===== src/rtl/ysyx_041461_if_fetch_pkg.sv =====
// ----------------------------------------------------------------------------
// ysyx_041461_if_fetch_pkg
// Purpose : Shared types and constants for the instruction-fetch engine.
//           Holds the fetch FSM state encoding, the AXI OKAY response code
//           and the helper that picks one 32-bit instruction out of a
//           64-bit read beat.
// Ports   : none (package)
// ----------------------------------------------------------------------------
package ysyx_041461_if_fetch_pkg;

  typedef enum logic [1:0] {
    ST_IDLE = 2'd0,
    ST_AR   = 2'd1,
    ST_R    = 2'd2,
    ST_HOLD = 2'd3
  } fetch_state_e;

  localparam logic [1:0] RESP_OKAY = 2'b00;

  // Word-aligned fetches live in either half of a 64-bit beat; pc[2] picks it.
  function automatic logic [31:0] select_word(input logic [63:0] i_data,
                                              input logic        i_upper);
    return i_upper ? i_data[63:32] : i_data[31:0];
  endfunction

endpackage


===== src/rtl/ysyx_041461_if_fetch_if.sv =====
// ----------------------------------------------------------------------------
// ysyx_041461_if_fetch_if
// Purpose : AXI4-Lite style read channel (AR + R) between the fetch engine
//           and the instruction-memory interconnect.
// Ports   : none; signals
//   ar_valid / ar_ready  read-address handshake
//   ar_addr              word-aligned read address
//   r_valid  / r_ready   read-data handshake
//   r_data               read beat
//   r_resp               response code (OKAY or error)
// Modports: master (fetch side), slave (memory side)
// ----------------------------------------------------------------------------
interface ysyx_041461_if_fetch_if #(
  parameter int ADDR_W = 32,
  parameter int DATA_W = 64
) ();

  logic              ar_valid;
  logic              ar_ready;
  logic [ADDR_W-1:0] ar_addr;
  logic              r_valid;
  logic              r_ready;
  logic [DATA_W-1:0] r_data;
  logic [1:0]        r_resp;

  modport master (
    output ar_valid, ar_addr, r_ready,
    input  ar_ready, r_valid, r_data, r_resp
  );

  modport slave (
    input  ar_valid, ar_addr, r_ready,
    output ar_ready, r_valid, r_data, r_resp
  );

endinterface


===== src/rtl/ysyx_041461_if_fetch.sv =====
// ----------------------------------------------------------------------------
// ysyx_041461_if_fetch
// Purpose : Instruction-fetch engine. Takes the PC from the PC register,
//           issues a single read per PC over the bus interface and presents
//           the 32-bit instruction to ID. Produces the PC-register enable so
//           the PC only advances (ID accepted) or redirects (flush) when this
//           block allows it. Only one request is ever in flight; a response
//           that belongs to a redirected-away PC is dropped.
// Ports   :
//   clk, rst_n          clock, asynchronous active-low reset
//   IFfetch_pc          current PC from the PC register
//   IFfetch_flush       redirect this cycle
//   IFfetch_ID_ready    ID accepts the presented instruction
//   IFfetch_pc_enable   PC register enable (one-cycle pulse)
//   IFfetch_valid       instruction / PC / fault valid to ID
//   IFfetch_inst        fetched instruction (0 on fault)
//   IFfetch_inst_pc     PC of IFfetch_inst
//   IFfetch_fault       bus error on this fetch
//   bus                 read channel, master side
// ----------------------------------------------------------------------------
module ysyx_041461_if_fetch
  import ysyx_041461_if_fetch_pkg::*;
#(
  parameter int ADDR_W = 32,
  parameter int DATA_W = 64
) (
  input  logic                           clk,
  input  logic                           rst_n,
  input  logic [63:0]                    IFfetch_pc,
  input  logic                           IFfetch_flush,
  input  logic                           IFfetch_ID_ready,
  output logic                           IFfetch_pc_enable,
  output logic                           IFfetch_valid,
  output logic [31:0]                    IFfetch_inst,
  output logic [63:0]                    IFfetch_inst_pc,
  output logic                           IFfetch_fault,
  ysyx_041461_if_fetch_if.master         bus
);

  fetch_state_e r_state;
  fetch_state_e w_state_next;
  logic         r_drop;
  logic         w_drop_next;
  logic [63:0]  r_req_pc;
  logic [31:0]  r_inst;
  logic [63:0]  r_inst_pc;
  logic         r_fault;
  logic         w_latch_req;
  logic         w_capture;
  logic         w_resp_fault;

  assign w_resp_fault = (bus.r_resp != RESP_OKAY);

  always_ff @(posedge clk or negedge rst_n) begin
    if (!rst_n) begin
      r_state <= ST_IDLE;
      r_drop  <= 1'b0;
    end else begin
      r_state <= w_state_next;
      r_drop  <= w_drop_next;
    end
  end

  // A flush seen while idle delays the PC latch by one cycle, because the PC
  // register is being redirected on that same edge. A flush in AR/R cannot
  // withdraw the bus request, so it just marks the coming beat for dropping.
  always_comb begin
    w_state_next = r_state;
    w_drop_next  = r_drop;
    w_latch_req  = 1'b0;
    w_capture    = 1'b0;
    case (r_state)
      ST_IDLE: begin
        if (!IFfetch_flush) begin
          w_latch_req  = 1'b1;
          w_state_next = ST_AR;
        end
      end
      ST_AR: begin
        if (IFfetch_flush) w_drop_next = 1'b1;
        if (bus.ar_ready) w_state_next = ST_R;
      end
      ST_R: begin
        if (bus.r_valid) begin
          if (r_drop || IFfetch_flush) begin
            w_drop_next  = 1'b0;
            w_state_next = ST_IDLE;
          end else begin
            w_capture    = 1'b1;
            w_state_next = ST_HOLD;
          end
        end else if (IFfetch_flush) begin
          w_drop_next = 1'b1;
        end
      end
      ST_HOLD: begin
        if (IFfetch_flush || IFfetch_ID_ready) w_state_next = ST_IDLE;
      end
      default: w_state_next = ST_IDLE;
    endcase
  end

  always_ff @(posedge clk or negedge rst_n) begin
    if (!rst_n) begin
      r_req_pc  <= 64'h0;
      r_inst    <= 32'h0;
      r_inst_pc <= 64'h0;
      r_fault   <= 1'b0;
    end else begin
      if (w_latch_req) r_req_pc <= IFfetch_pc;
      if (w_capture) begin
        r_inst    <= w_resp_fault ? 32'h0 : select_word(bus.r_data, r_req_pc[2]);
        r_inst_pc <= r_req_pc;
        r_fault   <= w_resp_fault;
      end
    end
  end

  assign bus.ar_valid = (r_state == ST_AR);
  assign bus.ar_addr  = {r_req_pc[ADDR_W-1:2], 2'b00};
  assign bus.r_ready  = (r_state == ST_R);

  assign IFfetch_valid   = (r_state == ST_HOLD);
  assign IFfetch_inst    = r_inst;
  assign IFfetch_inst_pc = r_inst_pc;
  assign IFfetch_fault   = r_fault;

  // A flush alongside ID_ready wins, so the handshake is not an accept; the
  // reset term keeps the enable low while the block is held in reset.
  assign IFfetch_pc_enable = rst_n &
    (((r_state == ST_HOLD) & IFfetch_ID_ready & ~IFfetch_flush) | IFfetch_flush);

endmodule


===== src/flat_wrapper.sv =====
// flat-port wrapper written by rule: the top's interface ports become plain ports
module ysyx_041461_if_fetch_flat import ysyx_041461_if_fetch_pkg::*;
#(
  parameter int ADDR_W = 32,
  parameter int DATA_W = 64
)
  (clk, rst_n, IFfetch_pc, IFfetch_flush, IFfetch_ID_ready, IFfetch_pc_enable, IFfetch_valid, IFfetch_inst, IFfetch_inst_pc, IFfetch_fault, bus_ar_valid, bus_ar_addr, bus_r_ready, bus_ar_ready, bus_r_valid, bus_r_data, bus_r_resp);
  ysyx_041461_if_fetch_if #(.ADDR_W(ADDR_W), .DATA_W(DATA_W)) bus_i ();
  input  logic clk;
  input  logic rst_n;
  input  logic [63:0] IFfetch_pc;
  input  logic IFfetch_flush;
  input  logic IFfetch_ID_ready;
  output logic IFfetch_pc_enable;
  output logic IFfetch_valid;
  output logic [31:0] IFfetch_inst;
  output logic [63:0] IFfetch_inst_pc;
  output logic IFfetch_fault;
  output wire logic [$bits(bus_i.ar_valid)-1:0] bus_ar_valid;
  output wire logic [$bits(bus_i.ar_addr)-1:0] bus_ar_addr;
  output wire logic [$bits(bus_i.r_ready)-1:0] bus_r_ready;
  input wire logic [$bits(bus_i.ar_ready)-1:0] bus_ar_ready;
  input wire logic [$bits(bus_i.r_valid)-1:0] bus_r_valid;
  input wire logic [$bits(bus_i.r_data)-1:0] bus_r_data;
  input wire logic [$bits(bus_i.r_resp)-1:0] bus_r_resp;
  assign bus_ar_valid = bus_i.ar_valid;
  assign bus_ar_addr = bus_i.ar_addr;
  assign bus_r_ready = bus_i.r_ready;
  assign bus_i.ar_ready = bus_ar_ready;
  assign bus_i.r_valid = bus_r_valid;
  assign bus_i.r_data = bus_r_data;
  assign bus_i.r_resp = bus_r_resp;
  ysyx_041461_if_fetch #(.ADDR_W(ADDR_W), .DATA_W(DATA_W)) u_core (.clk(clk), .rst_n(rst_n), .IFfetch_pc(IFfetch_pc), .IFfetch_flush(IFfetch_flush), .IFfetch_ID_ready(IFfetch_ID_ready), .IFfetch_pc_enable(IFfetch_pc_enable), .IFfetch_valid(IFfetch_valid), .IFfetch_inst(IFfetch_inst), .IFfetch_inst_pc(IFfetch_inst_pc), .IFfetch_fault(IFfetch_fault), .bus(bus_i));
endmodule

===== config.mk =====
export PLATFORM = sky130hd
export DESIGN_NAME = ysyx_041461_if_fetch_flat
export DESIGN_NICKNAME = d
export VERILOG_FILES = /design/src/rtl/ysyx_041461_if_fetch_pkg.sv /design/src/rtl/ysyx_041461_if_fetch_if.sv /design/src/rtl/ysyx_041461_if_fetch.sv /design/src/flat_wrapper.sv
export SDC_FILE = /design/constraint.sdc
export NUM_CORES = 1
export LEC_CHECK = 0
export CAP_MARGIN = 15
export CORE_ASPECT_RATIO = 2
export CORE_MARGIN = 2
export CORE_UTILIZATION = 40
export CTS_CLUSTER_DIAMETER = 200
export DETAILED_ROUTE_END_ITERATION = 7
export GPL_ROUTABILITY_DRIVEN = 0
export PLACE_DENSITY = 0.84
export SYNTH_ARGS = -nofsm -noshare
export SYNTH_HDL_FRONTEND = slang
export SYNTH_SLANG_ARGS = --single-unit
export TNS_END_PERCENT = 10

===== constraint.sdc =====
create_clock -name clk -period 1.6 [get_ports clk]
set_clock_uncertainty 0.15 [all_clocks]
set_input_delay 0.32 -clock clk [delete_from_list [all_inputs] [get_ports clk]]
set_output_delay 0.32 -clock clk [all_outputs]
set_load 0.05 [all_outputs]

==> results.toml <==
[run_status]
outcome = "finished, violations left"
violations = "setup timing"

[setup_path]
setup.worst_path.start_class = "register"
slowest_stage = "dfrtp_2"
cp-end-kind = "primary output"
worstPathRequired_ns = 1.13
reg2reg_slack_ns = -0.20
arrival_ns = 1.42
cpPeakStageDelay_ns = 0.43
worst-path-buf-inv = 1
worstReg2RegEnd = "u_core.r_req_pc[7]"
r2r_start = "u_core.r_state[0]"
reg2reg_depth = 5
crit_type = "register to primary output"
crit_fanout = 3
path_delay_family = "flip-flops"
crit_chain = "and2_4, a21oi_4, nor2b_4, buf_12"

[yosys]
yosysMostFrequentCell = "dfrtp_1"
ys_async_sr_fraction_pct = 100
netlist_top_cells_area = "dfrtp_1 (58%), mux2_2 (19%), mux2_4 (6.4%)"
ys_warn_count = 0
ys_ff_latch = 164
seq_area_frac_synth_pct = 58.2
yosys.cell_types.count = 23
synth-edff-count = 0
post_synth_inst_count = 472
syn_area_um2 = 7050
avgSynthCellArea_um2 = 14.9
synth_area_leader_cell = "dfrtp_1"
ys.flop_type = "dfrtp_1"
synth_common_cells = "dfrtp_1 (164), mux2_2 (117), nor2_1 (34)"
synth_top_area_share_pct = 58.2

[timing]
setup_viol = 166
tns_ns = -22.11
min_period_ns = 1.89
rsz0062_at_grt = "yes"
worst_slew_pin_slew_ns = 0.918
fmax_mhz = 530
setup_slack_ns = -0.288
relSlewSlack_pct = 38.8
finalMaxSlewViolations = 0
final_hold_viol_count = 0
period_share_pct = 118

[drt]
ant_nets = 0
drc_errors = 0
wl_per_cell_um = 22.0
first_iter_violations = 173
viasPerCell = 5.06
totalWireLength_um = 21100
vias = 4839
first_pass_iters = 4

[cells_and_area]
post-route-cell-area_um2 = 12200
multiInputGateArea_um2 = 2700
nets = 868
ff_latch_area_um2 = 4110
utilization_pct = 70.4
num-fill-cells = 1077
areaGrowthSynthToFinish_pct = 72.4
drive_above_1_share_pct = 48.5

[floorplanning]
initial_utilization_pct = 40.8
rows = 68
die_y_um = 192
die_w_um = 97.9
die_area_um2 = 18800
core_area_um2 = 17300
io_pins = 269

[grt]
grt_usage_pct = 21.6
antenna_found_initial = 2
grt_max_degree = 165
first_global_vias = 5450
overflow = 0
grt_pass1_wl_um = 31000

[placed_design]
io_buffers = 266
dpl_worst_slack_ns = -0.558
place_area_um2 = 11100
dpl.hpwl_um = 14400

[clock_tree]
cts_buffers = 17
htreeDepth = 4
clkTransAtPathRegs_ns = 0.07
cts_root_buffer = "clkbuf_16"
worstSkewPairLatency_ns = 0.42
clock_path_buffers = 2
cts_tree = "built"
clock-sinks = 164

[min_path]
hold_class = "primary input to async pin"

[flow_run]
maxCapViolCount = 0

[power]
power_leakage_nw = 5.63
power.density_nw_per_um2 = 2320
ir_drop_mv = 1.27
timing repair:
item                                   4_1_cts  5_1_grt
gates resized for setup                     12       46
setup endpoints to repair                  157      234
hold buffers                                 1        0
cloned                                       3        4
setup buffers                                5        4
endpoints found under the hold margin      145        0
pin swaps                                    2        3
cell usage in the layout, fill, tap and decap left out, types with 4 or more instances in the layout:
master,Yosys,routed
dfrtp_1,164,161
buf_12,0,139
clkdlybuf4s50_1,0,133
mux2_2,117,91
mux2_4,30,65
nor2_1,34,34
mux2i_1,32,32
clkbuf_16,0,22
buf_4,33,10
mux2_1,14,5
buf_6,10,5
o21ai_0,4,4
clkinv_4,0,4
worst reg2reg max path, delay by kind of cell (launching register included):
kind                   cells  cell delay, ns
muxes                      1            0.34
and+or+nand+nor            1            0.20
DFF                        1            0.44
buffers and inverters      3            0.54
logic make-up (layout without fill, tap and decap cells):
kind of cell | count (synthesis) | after routing | synth area share [%]
multiplexers | 193 | 193 | 31.9
AO/OA/AOI/OAI | 7 | 7 | 0.550
flip-flops | 164 | 164 | 58.2
buffers and inverters | 58 | 330 | 6.09
AND/OR/NAND/NOR | 49 | 49 | 3.25
other | 1 | 4 | 0.0532
power breakdown:
group	switching, W	internal, W
sequential	0.00205	0.00603
clock	0.00168	0.00244
combinational	0.00763	0.00841
area by class of cell:
| class | count | area share, % |
|---|---|---|
| diodes | 2 | 0.0412 |
| clock buffers | 22 | 3.90 |
| clock inverters | 10 | 1.02 |
| inverters | 1 | 0.0309 |
| multi-input cells | 251 | 22.2 |
| flip-flops and latches | 164 | 33.8 |
| well taps | 210 | 2.16 |
| repair buffers | 297 | 36.8 |
stage by stage:
stage                     total power (W)  cells  hold WS [ns]
after floorplan                    0.0156    473        -0.126
after global placement             0.0229    907         0.313
after detailed placement           0.0234    907         0.328
after CTS                          0.0277    948         0.337
after global routing               0.0292    957         0.222
final                              0.0282    957        0.0723
layer usage:
layer | vias to the layer above | wire length (µm) | track usage [%]
met5 | - | 11 | 0
met4 | 2 | 1120 | 11.7
met3 | 62 | 1130 | 5.79
met2 | 202 | 11700 | 39.1
met1 | 2455 | 7070 | 22.5
li1 | 2118 | - | -
worst max-delay path by stage:
stage                      startpoint                 endpoint  slack [ns]  cells after the start
CTS                 u_core.r_state[1]        IFfetch_pc_enable       -0.25                      4
global route        u_core.r_state[1]        IFfetch_pc_enable       -0.34                      4
global placement        IFfetch_flush     u_core.IFfetch_fault       -0.48                      5
floorplan           u_core.r_state[0]      u_core.r_req_pc[53]       -0.08                      3
detailed placement      IFfetch_flush  u_core.IFfetch_inst[13]       -0.56                      5
finish              u_core.r_state[1]        IFfetch_pc_enable       -0.29                      4
flip-flops by register name, indices dropped and copies added, names as in the netlist:
signal and flops:
u_core.r_drop 1, u_core.IFfetch_fault 1, u_core.IFfetch_inst_pc 64, u_core.r_req_pc 64, u_core.IFfetch_inst 32, u_core.r_state 2
Power figures use the tool's default switching activity.
